### src/rtl/uart_burst_rx_if.sv
// rtl/uart_burst_rx_if.sv - serial input and byte/frame result bundle for uart_burst_rx
interface uart_burst_rx_if #(
  parameter int TOTAL_BYTES = 8
);
  logic                     rx;
  logic [7:0]               byte_data;
  logic                     byte_valid;
  logic                     framing_error;
  logic [8*TOTAL_BYTES-1:0] frame_data;
  logic                     frame_valid;
  logic                     frame_dropped;
  logic                     busy;

  modport master (
    output rx,
    input  byte_data, byte_valid, framing_error,
    input  frame_data, frame_valid, frame_dropped, busy
  );

  modport slave (
    input  rx,
    output byte_data, byte_valid, framing_error,
    output frame_data, frame_valid, frame_dropped, busy
  );
endinterface

### src/rtl/uart_burst_rx.sv
// rtl/uart_burst_rx.sv - 8N1 receiver that assembles bursts of TOTAL_BYTES bytes into one frame word
// Bit FSM samples mid-bit from the start edge; the assembler drops partial frames on gap or framing error.
module uart_burst_rx #(
  parameter int CLOCKS_PER_BIT = 52,
  parameter int TOTAL_BYTES    = 8,
  parameter int GAP_CLOCKS     = 2080
) (
  input  logic          clk,
  input  logic          reset_n,
  uart_burst_rx_if.slave bus
);
  localparam int IW = (TOTAL_BYTES > 1) ? $clog2(TOTAL_BYTES) : 1;
  localparam int GW = $clog2(GAP_CLOCKS + 1);
  localparam int FW = 8 * TOTAL_BYTES;

  typedef enum logic [2:0] {S_IDLE, S_START, S_DATA, S_STOP, S_BREAK} state_t;

  state_t         state_q;
  logic [15:0]    cnt_q;
  logic [2:0]     bit_q;
  logic [7:0]     shift_q;
  logic [7:0]     byte_data_q;
  logic           byte_valid_q;
  logic           framing_error_q;
  logic           busy_q;
  logic [1:0]     sync_q;
  logic           rxs;

  logic [IW-1:0]  idx_q;
  logic [GW-1:0]  gap_q;
  logic [FW-1:0]  staging_q;
  logic [FW-1:0]  staging_d;
  logic [FW-1:0]  frame_data_q;
  logic           frame_valid_q;
  logic           frame_dropped_q;

  logic           stop_edge;
  logic           byte_fire;
  logic           ferr_fire;
  logic           timeout;
  logic [IW-1:0]  eidx;

  always_ff @(posedge clk or negedge reset_n) begin
    if (!reset_n) sync_q <= 2'b11;
    else          sync_q <= {sync_q[0], bus.rx};
  end
  assign rxs = sync_q[1];

  assign stop_edge = (state_q == S_STOP) && (cnt_q == 16'(CLOCKS_PER_BIT - 1));
  assign byte_fire = stop_edge && rxs;
  assign ferr_fire = stop_edge && !rxs;
  assign timeout   = (idx_q != '0) && (gap_q == GW'(GAP_CLOCKS - 1));

  always_ff @(posedge clk or negedge reset_n) begin
    if (!reset_n) begin
      state_q         <= S_IDLE;
      cnt_q           <= '0;
      bit_q           <= '0;
      shift_q         <= '0;
      byte_data_q     <= '0;
      byte_valid_q    <= 1'b0;
      framing_error_q <= 1'b0;
      busy_q          <= 1'b0;
    end else begin
      byte_valid_q    <= 1'b0;
      framing_error_q <= 1'b0;
      case (state_q)
        S_IDLE: begin
          if (!rxs) begin
            state_q <= S_START;
            cnt_q   <= '0;
            busy_q  <= 1'b1;
          end
        end
        S_START: begin
          if (cnt_q == 16'(CLOCKS_PER_BIT / 2 - 1)) begin
            cnt_q <= '0;
            bit_q <= '0;
            if (!rxs) begin
              state_q <= S_DATA;
            end else begin
              state_q <= S_IDLE;
              busy_q  <= 1'b0;
            end
          end else begin
            cnt_q <= cnt_q + 16'd1;
          end
        end
        S_DATA: begin
          if (cnt_q == 16'(CLOCKS_PER_BIT - 1)) begin
            shift_q <= {rxs, shift_q[7:1]};
            cnt_q   <= '0;
            bit_q   <= bit_q + 3'd1;
            if (bit_q == 3'd7) state_q <= S_STOP;
          end else begin
            cnt_q <= cnt_q + 16'd1;
          end
        end
        S_STOP: begin
          if (stop_edge) begin
            cnt_q <= '0;
            if (rxs) begin
              byte_data_q  <= shift_q;
              byte_valid_q <= 1'b1;
              state_q      <= S_IDLE;
              busy_q       <= 1'b0;
            end else begin
              framing_error_q <= 1'b1;
              state_q         <= S_BREAK;
            end
          end else begin
            cnt_q <= cnt_q + 16'd1;
          end
        end
        S_BREAK: begin
          // A line held low must go high before another start bit is honoured.
          if (rxs) begin
            state_q <= S_IDLE;
            busy_q  <= 1'b0;
          end
        end
        default: begin
          state_q <= S_IDLE;
          busy_q  <= 1'b0;
        end
      endcase
    end
  end

  // A timeout coinciding with a new byte restarts the frame with that byte at index 0.
  always_comb begin
    eidx      = timeout ? '0 : idx_q;
    staging_d = staging_q;
    if (byte_fire) staging_d[8*eidx +: 8] = shift_q;
  end

  always_ff @(posedge clk or negedge reset_n) begin
    if (!reset_n) begin
      idx_q           <= '0;
      gap_q           <= '0;
      staging_q       <= '0;
      frame_data_q    <= '0;
      frame_valid_q   <= 1'b0;
      frame_dropped_q <= 1'b0;
    end else begin
      frame_valid_q   <= 1'b0;
      frame_dropped_q <= timeout || (ferr_fire && (idx_q != '0));
      staging_q       <= staging_d;

      if (byte_fire || (idx_q == '0))       gap_q <= '0;
      else if (gap_q != GW'(GAP_CLOCKS))    gap_q <= gap_q + 1'b1;

      if (byte_fire) begin
        if (eidx == IW'(TOTAL_BYTES - 1)) begin
          idx_q         <= '0;
          frame_data_q  <= staging_d;
          frame_valid_q <= 1'b1;
        end else begin
          idx_q <= eidx + 1'b1;
        end
      end else if (timeout || ferr_fire) begin
        idx_q <= '0;
      end
    end
  end

  assign bus.byte_data     = byte_data_q;
  assign bus.byte_valid    = byte_valid_q;
  assign bus.framing_error = framing_error_q;
  assign bus.frame_data    = frame_data_q;
  assign bus.frame_valid   = frame_valid_q;
  assign bus.frame_dropped = frame_dropped_q;
  assign bus.busy          = busy_q;
endmodule

### src/flat_wrapper.sv
// flat-port wrapper written by rule: the top's interface ports become plain ports
module uart_burst_rx_flat 
#(
  parameter int CLOCKS_PER_BIT = 52,
  parameter int TOTAL_BYTES    = 8,
  parameter int GAP_CLOCKS     = 2080
)
  (clk, reset_n, bus_rx, bus_byte_data, bus_byte_valid, bus_framing_error, bus_frame_data, bus_frame_valid, bus_frame_dropped, bus_busy);
  uart_burst_rx_if #(.TOTAL_BYTES(TOTAL_BYTES)) bus_i ();
  input  logic clk;
  input  logic reset_n;
  input wire logic [$bits(bus_i.rx)-1:0] bus_rx;
  output wire logic [$bits(bus_i.byte_data)-1:0] bus_byte_data;
  output wire logic [$bits(bus_i.byte_valid)-1:0] bus_byte_valid;
  output wire logic [$bits(bus_i.framing_error)-1:0] bus_framing_error;
  output wire logic [$bits(bus_i.frame_data)-1:0] bus_frame_data;
  output wire logic [$bits(bus_i.frame_valid)-1:0] bus_frame_valid;
  output wire logic [$bits(bus_i.frame_dropped)-1:0] bus_frame_dropped;
  output wire logic [$bits(bus_i.busy)-1:0] bus_busy;
  assign bus_i.rx = bus_rx;
  assign bus_byte_data = bus_i.byte_data;
  assign bus_byte_valid = bus_i.byte_valid;
  assign bus_framing_error = bus_i.framing_error;
  assign bus_frame_data = bus_i.frame_data;
  assign bus_frame_valid = bus_i.frame_valid;
  assign bus_frame_dropped = bus_i.frame_dropped;
  assign bus_busy = bus_i.busy;
  uart_burst_rx #(.CLOCKS_PER_BIT(CLOCKS_PER_BIT), .TOTAL_BYTES(TOTAL_BYTES), .GAP_CLOCKS(GAP_CLOCKS)) u_core (.clk(clk), .reset_n(reset_n), .bus(bus_i));
endmodule
### config.mk
export PLATFORM = sky130hd
export DESIGN_NAME = uart_burst_rx_flat
export DESIGN_NICKNAME = d
export VERILOG_FILES = /design/src/rtl/uart_burst_rx_if.sv /design/src/rtl/uart_burst_rx.sv /design/src/flat_wrapper.sv
export SDC_FILE = /design/constraint.sdc
export NUM_CORES = 1
export LEC_CHECK = 0
export ABC_AREA = 0
export BUFFER_PORTS_ARGS = -buffer_cell sky130_fd_sc_hd__buf_2
export CAP_MARGIN = 25
export CORE_ASPECT_RATIO = 0.7
export CORE_UTILIZATION = 59
export DETAILED_ROUTE_END_ITERATION = 12
export GPL_TIMING_DRIVEN = 0
export PLACE_DENSITY = 0.77
export SLEW_MARGIN = 20
export SYNTH_ARGS = -nofsm -noshare
export SYNTH_HDL_FRONTEND = slang
export SYNTH_SLANG_ARGS = --single-unit
### constraint.sdc
create_clock -name clk -period 4.15 [get_ports clk]
set_input_delay 0 -clock clk [delete_from_list [all_inputs] [get_ports clk]]
set_output_delay 0 -clock clk [all_outputs]
set_load 0.005 [all_outputs]
After elaboration in Yosys (flattened, before gate mapping)
Cells that the tools add are included.
Cells by class
  add/subtract/negate cells: 5
  equal/unequal tests: 16
  shifts and indexed selects: 2
  multiplexer cells: 38
  bitwise logic cells: 1
  reduce and logical (&&, ||, !) cells: 23
Operator list (count)
  bitwise mux 64 bit: 1
  two-way mux 16 bit: 4
  two-way mux 64 bit: 1
  one-hot mux 16 bit (4 select lines): 1
  variable shift 8 x 34 -> 64 bit (first input constant): 1
  indexed part select 8 x 34 -> 64 bit: 1
  two-way mux 3 bit: 13
  negator 6 -> 34 bit: 1
  two-way mux 12 bit: 2
  adder 16 x 1 -> 16 bit (second input constant): 1
  equality test 16 x 5 -> 1 bit (second input constant): 1
  equality test 16 x 6 -> 1 bit (second input constant): 1
  one-hot mux 3 bit (5 select lines): 1
  adder 12 x 1 -> 12 bit (second input constant): 1
  equality test 12 bit (second input constant): 1
  two-way mux 1 bit: 12
  != test 12 bit (second input constant): 1
  != test 2 x 1 -> 1 bit (second input constant): 5
  equality test 3 bit (second input constant): 3
  adder 3 x 1 -> 3 bit (second input constant): 2
  equality test 3 x 2 -> 1 bit (second input constant): 2
  zero test 3 bit: 2
  one-hot mux 3 bit (2 select lines): 1
  AND reduction 2 bit: 3
  other kinds (14): 23
Word-level totals
  bits in registers: 188
  output and inout bits: 77
  logic and storage cells: 100

Logic depth before layout (Yosys ltp)
Gate-level depths: netlist of the first run.
  word-level depth: 7
  depth in mapped cells: 14

Worst setup path after synthesis of the first run
Ideal clock, no wire load.
  kind: register -> register
  start: register u_core.gap_q[9]
  end: register u_core.staging_q[40]
  setup time: 0.125 ns
  arrival time: 3.430 ns
  required time: 4.025 ns
  setup slack: 0.595 ns
  cell stages (with the launch flop): 11
  clock period less this slack: 3.555 ns
  cells stage by stage: dfrtp_1 > or4_1 > or4_1 > buf_2 > nand2_1 > ha_1 > ha_1 > nand2b_1 > nor3b_1 > nand2_1 > mux2_2
Between the ends
  word-level cells in the longest chain between the ends: 7
  elaborated cells between the ends (all ways): 8
Ends and longest elaborated chain
  start: declaration: RTL line uart_burst_rx.sv:30  | logic [GW-1:0] gap_q;
  start signal: assignment: RTL line uart_burst_rx.sv:151  | else if (gap_q != GW'(GAP_CLOCKS)) gap_q <= gap_q + 1'b1;
  equality test 12 bit *: RTL line uart_burst_rx.sv:52  | assign timeout = (idx_q != '0) && (gap_q == GW'(GAP_CLOCKS - 1));
  logical AND 1 bit *: RTL line uart_burst_rx.sv:52
  two-way mux 3 bit *: RTL line uart_burst_rx.sv:132  | eidx = timeout ? '0 : idx_q;
  negator 6 -> 34 bit *: RTL line uart_burst_rx.sv:134  | if (byte_fire) staging_d[8*eidx +: 8] = shift_q;
  indexed part select 8 x 34 -> 64 bit / variable shift 8 x 34 -> 64 bit (equally long branches): RTL line uart_burst_rx.sv:134
  bitwise mux 64 bit *: RTL line uart_burst_rx.sv:134
  two-way mux 64 bit *: RTL line uart_burst_rx.sv:134
  named net u_core.staging_d[40]: RTL line uart_burst_rx.sv:32  | logic [FW-1:0] staging_d;
  end signal: assignment: RTL line uart_burst_rx.sv:148  | staging_q <= staging_d;
  end: declaration: RTL line uart_burst_rx.sv:31  | logic [FW-1:0] staging_q;
Mark *: on every way through the listed nets, which the timed path passes. The rest lies on a longest branch.
A chain may end at the register's enable or synchronous reset.

Final worst setup path of the first run
  start: register u_core.gap_q[9]
  end: register u_core.staging_q[47]
The elaborated chain is that of the path after synthesis.

==> run_summary.xml, run 1 <==
<?xml version="1.0" encoding="UTF-8"?>
<metrics>
  <group name="outcome">
    <metric name="outcome" unit="">complete, no violations</metric>
  </group>
  <group name="drt">
    <metric name="initialDrtViolationCount" unit="">337</metric>
    <metric name="route.detailed.drc" unit="">0</metric>
    <metric name="wl_per_cell" unit="um">17.7</metric>
    <metric name="routed_wirelength" unit="mm">17.2</metric>
    <metric name="drt-pass1-iter-count" unit="">6</metric>
    <metric name="drt-vias-per-instance" unit="">5.64</metric>
    <metric name="detailroute.via_count" unit="">5482</metric>
    <metric name="drt.antenna.violating_nets" unit="">0</metric>
  </group>
  <group name="place">
    <metric name="placed_cells_incl_taps" unit="">937</metric>
    <metric name="dpl_worst_slack" unit="ns">-0.177</metric>
    <metric name="post_dp_cell_area" unit="um2">8700</metric>
    <metric name="place.detailed.hpwl" unit="mm">11.7</metric>
    <metric name="globalplace.congestion" unit="">0.879</metric>
    <metric name="numPortBuffers" unit="">79</metric>
  </group>
  <group name="power">
    <metric name="total_power" unit="mW">3.72</metric>
    <metric name="power-per-cell-area" unit="nW/um2">397</metric>
    <metric name="p_leak" unit="nW">5.09</metric>
    <metric name="vdd.ir_drop.worst" unit="uV">307</metric>
  </group>
  <group name="synth">
    <metric name="number_of_flip_flops_and_latches_in_the_synthesized_netlist" unit="">188</metric>
    <metric name="synthMostInstantiatedCell" unit="">sky130_fd_sc_hd__dfrtp_1</metric>
    <metric name="synth.top_cells.by_area" unit="">sky130_fd_sc_hd__dfrtp_1, sky130_fd_sc_hd__mux2_2, sky130_fd_sc_hd__mux2i_1</metric>
    <metric name="synth-main-ff-cell" unit="">sky130_fd_sc_hd__dfrtp_1</metric>
    <metric name="synth_top_cell_by_area" unit="">sky130_fd_sc_hd__dfrtp_1</metric>
    <metric name="synth_cell_type_count" unit="">48</metric>
    <metric name="syn_nets" unit="">686</metric>
    <metric name="synth_top_area_share" unit="%">57.9</metric>
    <metric name="mean_instance_size_in_the_synthesized_netlist" unit="um2">12.0</metric>
    <metric name="number_of_synthesized_flops_with_an_enable_pin" unit="">0</metric>
    <metric name="synth_cells" unit="">672</metric>
    <metric name="synth_area" unit="um2">8030</metric>
    <metric name="yosys_warnings" unit="">0</metric>
    <metric name="synth.cells.most_frequent" unit="">sky130_fd_sc_hd__dfrtp_1, sky130_fd_sc_hd__mux2_2, sky130_fd_sc_hd__nand2_1</metric>
    <metric name="synthArstFlopShare" unit="%">100</metric>
    <metric name="synth.yosys.seq_area_share" unit="%">58.6</metric>
  </group>
  <group name="timing">
    <metric name="report.final.slew_viol_count" unit="">0</metric>
    <metric name="holdWs" unit="ns">0.187</metric>
    <metric name="finalWorstSetupSlack" unit="ns">0.240</metric>
    <metric name="fin_setup_tns" unit="ns">0</metric>
    <metric name="period_needed" unit="ns">3.91</metric>
    <metric name="rsz0062_at_grt" unit="">false</metric>
    <metric name="timing.fmax" unit="GHz">0.256</metric>
    <metric name="max_slew.worst_pin.slew" unit="ns">0.707</metric>
    <metric name="timing.final.crit_share" unit="%">94.2</metric>
    <metric name="setup_viol_count_final" unit="">0</metric>
    <metric name="fin_worst_skew" unit="ns">0.00931</metric>
    <metric name="final-hold-violation-count" unit="">0</metric>
    <metric name="worst_slew_margin_relative_to_its_limit" unit="%">52.9</metric>
  </group>
  <group name="critical_path">
    <metric name="critPathRequiredTime" unit="ns">4.46</metric>
    <metric name="critical_path.startpoint" unit="">u_core.gap_q[9]$_DFFE_PN0P_</metric>
    <metric name="reg2reg_depth" unit="">10</metric>
    <metric name="cp.arrival" unit="ns">4.22</metric>
    <metric name="worstReg2RegEnd" unit="">u_core.staging_q[47]$_DFF_PN0_</metric>
    <metric name="setup.reg_to_reg.worst_slack" unit="ns">0.24</metric>
    <metric name="worst_setup_path_start_kind" unit="">flop</metric>
    <metric name="cp-endpoint" unit="">u_core.staging_q[47]$_DFF_PN0_</metric>
    <metric name="path_class" unit="">flop to flop</metric>
    <metric name="element_type_at_the_critical_path_end" unit="">flop</metric>
    <metric name="regToRegStartpoint" unit="">u_core.gap_q[9]$_DFFE_PN0P_</metric>
    <metric name="timing.critical_path.fanout_max" unit="">9</metric>
  </group>
  <group name="floorplan">
    <metric name="start_util" unit="%">60.7</metric>
    <metric name="floorplan.die.width" unit="um">141</metric>
    <metric name="num_rows" unit="">35</metric>
    <metric name="core_area" unit="um2">13200</metric>
    <metric name="design.portCount" unit="">80</metric>
    <metric name="dieHeight" unit="um">99.6</metric>
    <metric name="dieArea" unit="um2">14100</metric>
  </group>
  <group name="clocking">
    <metric name="clock-root-buffer" unit="">sky130_fd_sc_hd__clkbuf_16</metric>
    <metric name="clk_pin_slew_worst_paths" unit="ns">0.07</metric>
    <metric name="clkLatencyLatePin" unit="ns">0.43</metric>
    <metric name="cts-htree-levels" unit="">4</metric>
    <metric name="clock_sink_count" unit="">188</metric>
    <metric name="clock_path_buffers" unit="">2</metric>
    <metric name="cts_made_buffers" unit="">17</metric>
    <metric name="tritoncts_clock_tree" unit="">built</metric>
  </group>
  <group name="final_layout">
    <metric name="drive_gt1_share" unit="%">26.3</metric>
    <metric name="stdcell_area" unit="um2">9370</metric>
    <metric name="n_antenna_cell" unit="">0</metric>
    <metric name="multi_input_comb_area" unit="um2">3050</metric>
    <metric name="final-instance-count-excl-fill" unit="">972</metric>
    <metric name="areaGrowthSynthToFinish" unit="%">16.6</metric>
    <metric name="num-nets-final" unit="">790</metric>
    <metric name="num-fill-cells" unit="">931</metric>
    <metric name="area.sequential" unit="um2">4710</metric>
    <metric name="layout.core_utilization" unit="%">70.9</metric>
  </group>
  <group name="global_route">
    <metric name="grt_antenna_before_repair" unit="">0</metric>
    <metric name="overflow" unit="">0</metric>
    <metric name="grt_start_max_net_pins" unit="">96</metric>
    <metric name="vias_in_the_first_global_route" unit="">5478</metric>
    <metric name="grtUsageTotal" unit="%">26.4</metric>
    <metric name="global_route_wire_length_before_repair" unit="mm">28.4</metric>
  </group>
  <group name="min_path">
    <metric name="min_delay_path_class" unit="">input pin to asynchronous set/reset pin</metric>
  </group>
  <group name="run">
    <metric name="cap_viol_max_count" unit="">0</metric>
  </group>
</metrics>
## cell usage in the layout (no fill, tap or decap), types with 8 or more instances in the layout
cell type	n
sky130_fd_sc_hd__dfrtp_1	186
sky130_fd_sc_hd__o21ai_0	30
sky130_fd_sc_hd__xnor2_1	11
sky130_fd_sc_hd__a21oi_1	20
sky130_fd_sc_hd__clkbuf_16	17
sky130_fd_sc_hd__nand4_1	13
sky130_fd_sc_hd__mux2_4	16
sky130_fd_sc_hd__a2bb2oi_1	16
sky130_fd_sc_hd__nand2_1	64
sky130_fd_sc_hd__mux2_2	65
sky130_fd_sc_hd__xor2_1	11
sky130_fd_sc_hd__clkbuf_1	25
sky130_fd_sc_hd__buf_2	80
sky130_fd_sc_hd__nor2_1	41
sky130_fd_sc_hd__mux2i_1	26
sky130_fd_sc_hd__nor4_1	8
sky130_fd_sc_hd__ha_1	11
sky130_fd_sc_hd__and3_1	8
sky130_fd_sc_hd__nand3_1	9
sky130_fd_sc_hd__nor3b_1	9
sky130_fd_sc_hd__inv_1	37
## sequential cells by signal, indices dropped and copies added, names as in the netlist, 2 cells and up
register / flops
u_core.idx_q: 3
u_core.staging_q: 64
u_core.sync_q: 2
u_core.gap_q: 12
u_core.bus.frame_data: 64
u_core.cnt_q: 16
u_core.bus.byte_data: 8
u_core.shift_q: 8
u_core.bit_q: 3
u_core.state_q: 3
## how the worst min path moves through the flow
stage / endpoint / slack (ns) / depth (start not counted)
2_1_floorplan: u_core.bit_q[0]$_DFFE_PN0P_ / -0.30 / 0
3_3_place_gp: u_core.sync_q[0]$_DFF_PN1_ / 0.11 / 1
3_5_place_dp: u_core.bus.frame_data[1]$_DFFE_PN0P_ / 0.06 / 1
4_1_cts: u_core.sync_q[0]$_DFF_PN1_ / 0.21 / 2
5_1_grt: u_core.sync_q[0]$_DFF_PN1_ / 0.22 / 2
6_report: u_core.bus.frame_data[2]$_DFFE_PN0P_ / 0.19 / 2
## cells by family after synthesis
| logic type | share of synthesized area, % |
|---|---|
| flops | 58.6 |
| fa+ha+maj | 1.71 |
| buf+inv | 3.54 |
| xor+xnor | 2.40 |
| mux | 15.3 |
| compound gates | 6.48 |
| simple gates | 11.9 |
## area by class of cell
cell class / count / share of cell area [%]
plain buffers: 35 / 1.55
flip-flops and latches: 188 / 50.2
well taps: 185 / 2.47
clock inverters: 13 / 2.03
multi-input cells: 411 / 32.6
inverters: 38 / 1.52
repair buffers: 85 / 5.07
clock buffers: 17 / 4.54
## critical path, stage by stage, from the launching register on
cell and delay, ns:
sky130_fd_sc_hd__dfrtp_1 0.41, sky130_fd_sc_hd__or4_1 0.55, sky130_fd_sc_hd__or4_1 0.50, sky130_fd_sc_hd__buf_2 0.19, sky130_fd_sc_hd__nand2_1 0.12, sky130_fd_sc_hd__ha_1 0.18
sky130_fd_sc_hd__ha_1 0.28, sky130_fd_sc_hd__nand2b_1 0.20, sky130_fd_sc_hd__nor3b_2 0.59, sky130_fd_sc_hd__nand2_1 0.40, sky130_fd_sc_hd__mux2_2 0.37
## report_power, final
group          internal [mW]  switching (mW)
registers               1.85          0.0268
clock network           1.01           0.692
logic                 0.0428          0.0976
## per-layer routing
layer	share of wire [%]	GRT usage (%)	vias up
met5	0	0	-
met3	5.6	6.36	18
met4	0.99	7.53	0
li1	-	-	2536
met1	47	37.7	2765
met2	46	40.8	163
## what timing repair did
action / 4_1_cts / 5_1_grt
buffers inserted: 0 / 3
hold buffers: 2 / 0
hold endpoints to repair: 92 / 0
gates resized for setup: 1 / 6
pin swaps: 0 / 3
endpoints found under the setup margin: 8 / 27
Note: power is estimated with default switching activity, not from simulation.
==> inputs of run 2 (changes only) <==
- CORE_ASPECT_RATIO: 0.7 -> unset
==> run_summary.xml, run 2 (synthesis gave the netlist of run 1 again) <==
<?xml version="1.0" encoding="UTF-8"?>
<metrics>
  <group name="outcome">
    <metric name="outcome" unit="">complete, no violations</metric>
  </group>
  <group name="timing">
    <metric name="max_slew.worst_pin.slew" unit="ns">1.07</metric>
    <metric name="report.final.slew_viol_count" unit="">0</metric>
    <metric name="fin_worst_skew" unit="ns">0.0101</metric>
    <metric name="holdWs" unit="ns">0.153</metric>
    <metric name="period_needed" unit="ns">3.90</metric>
    <metric name="fin_setup_tns" unit="ns">0</metric>
    <metric name="final-hold-violation-count" unit="">0</metric>
    <metric name="timing.final.crit_share" unit="%">94.0</metric>
    <metric name="worst_slew_margin_relative_to_its_limit" unit="%">28.2</metric>
    <metric name="finalWorstSetupSlack" unit="ns">0.250</metric>
    <metric name="setup_viol_count_final" unit="">0</metric>
    <metric name="timing.fmax" unit="GHz">0.256</metric>
    <metric name="rsz0062_at_grt" unit="">false</metric>
  </group>
  <group name="critical_path">
    <metric name="path_class" unit="">flop to flop</metric>
    <metric name="timing.critical_path.fanout_max" unit="">9</metric>
    <metric name="cp.arrival" unit="ns">4.20</metric>
    <metric name="worst_setup_path_start_kind" unit="">flop</metric>
    <metric name="max_stage_delay" unit="ns">0.59</metric>
    <metric name="worstPathCellList" unit="">or4_1 -&gt; or4_1 -&gt; buf_2 -&gt; nand2_1 -&gt; ha_1 -&gt; ha_1 -&gt; and2_1 -&gt; nor4b_1 -&gt; nand4_1 -&gt; mux2i_1 -&gt; o21ai_0</metric>
    <metric name="cp_num_buf_inv" unit="">1</metric>
    <metric name="critPathRequiredTime" unit="ns">4.45</metric>
    <metric name="cpLargestDelayFamily" unit="">simple AND/OR/NAND/NOR gates</metric>
    <metric name="element_type_at_the_critical_path_end" unit="">flop</metric>
    <metric name="cell_with_the_largest_stage_delay_on_the_worst_path" unit="">sky130_fd_sc_hd__nand4_1</metric>
  </group>
  <group name="place">
    <metric name="place.detailed.hpwl" unit="mm">11.3</metric>
    <metric name="numPortBuffers" unit="">79</metric>
    <metric name="globalplace.congestion" unit="">0.851</metric>
    <metric name="dpl_worst_slack" unit="ns">0.0997</metric>
    <metric name="post_dp_cell_area" unit="um2">8690</metric>
  </group>
  <group name="clocking">
    <metric name="cts-htree-levels" unit="">4</metric>
    <metric name="cts_made_buffers" unit="">17</metric>
    <metric name="clock_sink_count" unit="">188</metric>
    <metric name="tritoncts_clock_tree" unit="">built</metric>
    <metric name="clock-root-buffer" unit="">sky130_fd_sc_hd__clkbuf_16</metric>
    <metric name="clk_pin_slew_worst_paths" unit="ns">0.07</metric>
    <metric name="clock_path_buffers" unit="">2</metric>
    <metric name="clkLatencyLatePin" unit="ns">0.43</metric>
  </group>
  <group name="power">
    <metric name="switching_share" unit="%">22.2</metric>
    <metric name="power-per-cell-area" unit="nW/um2">399</metric>
    <metric name="total_switching_power" unit="uW">831</metric>
    <metric name="clock_network_fraction_of_total_power" unit="%">46.0</metric>
    <metric name="cell_internal_pwr" unit="mW">2.91</metric>
    <metric name="power.sequential.fraction" unit="%">50.2</metric>
    <metric name="vdd.ir_drop.worst" unit="uV">273</metric>
    <metric name="power.share.combinational" unit="%">3.8</metric>
    <metric name="p_leak" unit="nW">5.09</metric>
  </group>
  <group name="global_route">
    <metric name="grtUsageTotal" unit="%">26.7</metric>
    <metric name="grt_start_max_net_pins" unit="">106</metric>
    <metric name="global_route_wire_length_before_repair" unit="mm">28.7</metric>
    <metric name="grt_antenna_before_repair" unit="">0</metric>
    <metric name="overflow" unit="">0</metric>
    <metric name="vias_in_the_first_global_route" unit="">5640</metric>
  </group>
  <group name="floorplan">
    <metric name="num_rows" unit="">42</metric>
    <metric name="floorplan.die.width" unit="um">119</metric>
    <metric name="start_util" unit="%">60.7</metric>
    <metric name="core_area" unit="um2">13200</metric>
    <metric name="design.portCount" unit="">80</metric>
    <metric name="dieHeight" unit="um">119</metric>
    <metric name="dieArea" unit="um2">14100</metric>
  </group>
  <group name="drt">
    <metric name="detailroute.via_count" unit="">5573</metric>
    <metric name="route.detailed.drc" unit="">0</metric>
    <metric name="wl_per_cell" unit="um">17.9</metric>
    <metric name="routed_wirelength" unit="mm">17.3</metric>
    <metric name="drt-pass1-iter-count" unit="">7</metric>
    <metric name="initialDrtViolationCount" unit="">398</metric>
    <metric name="drt-vias-per-instance" unit="">5.78</metric>
    <metric name="drt.antenna.violating_nets" unit="">0</metric>
  </group>
  <group name="min_path">
    <metric name="min_delay_path_class" unit="">input pin to asynchronous set/reset pin</metric>
  </group>
  <group name="final_layout">
    <metric name="drive_gt1_share" unit="%">25.9</metric>
    <metric name="stdcell_area" unit="um2">9360</metric>
    <metric name="layout_common_cells" unit="">sky130_fd_sc_hd__dfrtp_1, sky130_fd_sc_hd__buf_2, sky130_fd_sc_hd__mux2_2</metric>
    <metric name="n_antenna_cell" unit="">0</metric>
    <metric name="commonest_non_fill_non_tap_cell_in_the_layout" unit="">sky130_fd_sc_hd__dfrtp_1</metric>
    <metric name="num-nets-final" unit="">790</metric>
    <metric name="areaGrowthSynthToFinish" unit="%">16.5</metric>
    <metric name="layout.core_utilization" unit="%">70.7</metric>
  </group>
  <group name="run">
    <metric name="cap_viol_max_count" unit="">0</metric>
  </group>
</metrics>
-- run 2: changes by cell type in the layout (fill, tap and decap cells not counted) --
| cell | before | now |
|---|---|---|
| sky130_fd_sc_hd__clkinv_4 | 0 | 2 |
| sky130_fd_sc_hd__clkbuf_1 | 25 | 29 |
| sky130_fd_sc_hd__a2111oi_2 | 1 | 0 |
| sky130_fd_sc_hd__clkbuf_2 | 3 | 1 |
| sky130_fd_sc_hd__a2111oi_1 | 0 | 1 |
| sky130_fd_sc_hd__inv_8 | 1 | 0 |
| sky130_fd_sc_hd__clkinvlp_4 | 3 | 2 |
-- run 2: per-layer routing --
layer	global-route usage (%)	vias up	part of all wire, %
li1	-	2540	-
met1	35.0	2801	43
met2	43.1	198	50
met3	5.69	34	5.0
met4	11.6	0	2.1
met5	0	-	0
-- run 2: worst reg2reg max path, stage by stage (launching register included) --
cell,delay [ns]
sky130_fd_sc_hd__dfrtp_1,0.41
sky130_fd_sc_hd__or4_1,0.55
sky130_fd_sc_hd__or4_1,0.50
sky130_fd_sc_hd__buf_2,0.19
sky130_fd_sc_hd__nand2_1,0.12
sky130_fd_sc_hd__ha_1,0.19
sky130_fd_sc_hd__ha_1,0.18
sky130_fd_sc_hd__and2_1,0.16
sky130_fd_sc_hd__nor4b_1,0.29
sky130_fd_sc_hd__nand4_1,0.59
sky130_fd_sc_hd__mux2i_1,0.45
sky130_fd_sc_hd__o21ai_0,0.13
-- run 2: area by class of cell --
class                      count  area (um2)
clock buffer                  19         433
fill                         954        3880
multi-input combinational    411        3050
tap                          176         220
clock inverter                13         189
sequential                   188        4710
inverter                      38         143
timing repair buffer          85         475
buffer                        35         143
-- run 2: path summary, 6_finish.rpt --
kind | start | slack (ns) | cells past startpoint | to
max in group asynchronous | reset_n | 3.09 | 3 | u_core.staging_q[7]$_DFF_PN0_
min in group clk | bus_rx | 0.21 | 2 | u_core.sync_q[0]$_DFF_PN1_
max reg2reg | u_core.gap_q[9]$_DFFE_PN0P_ | 0.25 | 11 | u_core.bus.frame_data[20]$_DFFE_PN0P_
max | u_core.gap_q[9]$_DFFE_PN0P_ | 0.25 | 11 | u_core.bus.frame_data[20]$_DFFE_PN0P_
min reg2reg | u_core.sync_q[0]$_DFF_PN1_ | 0.35 | 0 | u_core.sync_q[1]$_DFF_PN1_
min | reset_n | 0.15 | 2 | u_core.staging_q[35]$_DFF_PN0_
-- run 2: what timing repair did --
| action | in CTS | in global routing |
|---|---|---|
| setup endpoints to repair | 0 | 35 |
| setup buffers | 0 | 3 |
| endpoints found under the hold margin | 84 | 0 |
| hold buffers | 2 | 0 |
| gates resized for setup | 0 | 3 |
-- run 2: through the flow --
step / std cells / power [mW]
after global placement: 927 / 2.03
after floorplan: 672 / 1.98
after detailed placement: 928 / 2.05
final: 965 / 3.74
after global routing: 965 / 3.86
after CTS: 962 / 3.76
-- run 2: power groups by stage --
| stage | Combinational, mW | Clock (mW) | Sequential [mW] |
|---|---|---|---|
| after CTS | 0.143 | 1.74 | 1.88 |
| after floorplan | 0.0759 | 0 | 1.90 |
| after global placement | 0.125 | 0 | 1.91 |
| after global routing | 0.164 | 1.82 | 1.88 |
| final | 0.141 | 1.72 | 1.88 |
| after detailed placement | 0.139 | 0 | 1.91 |
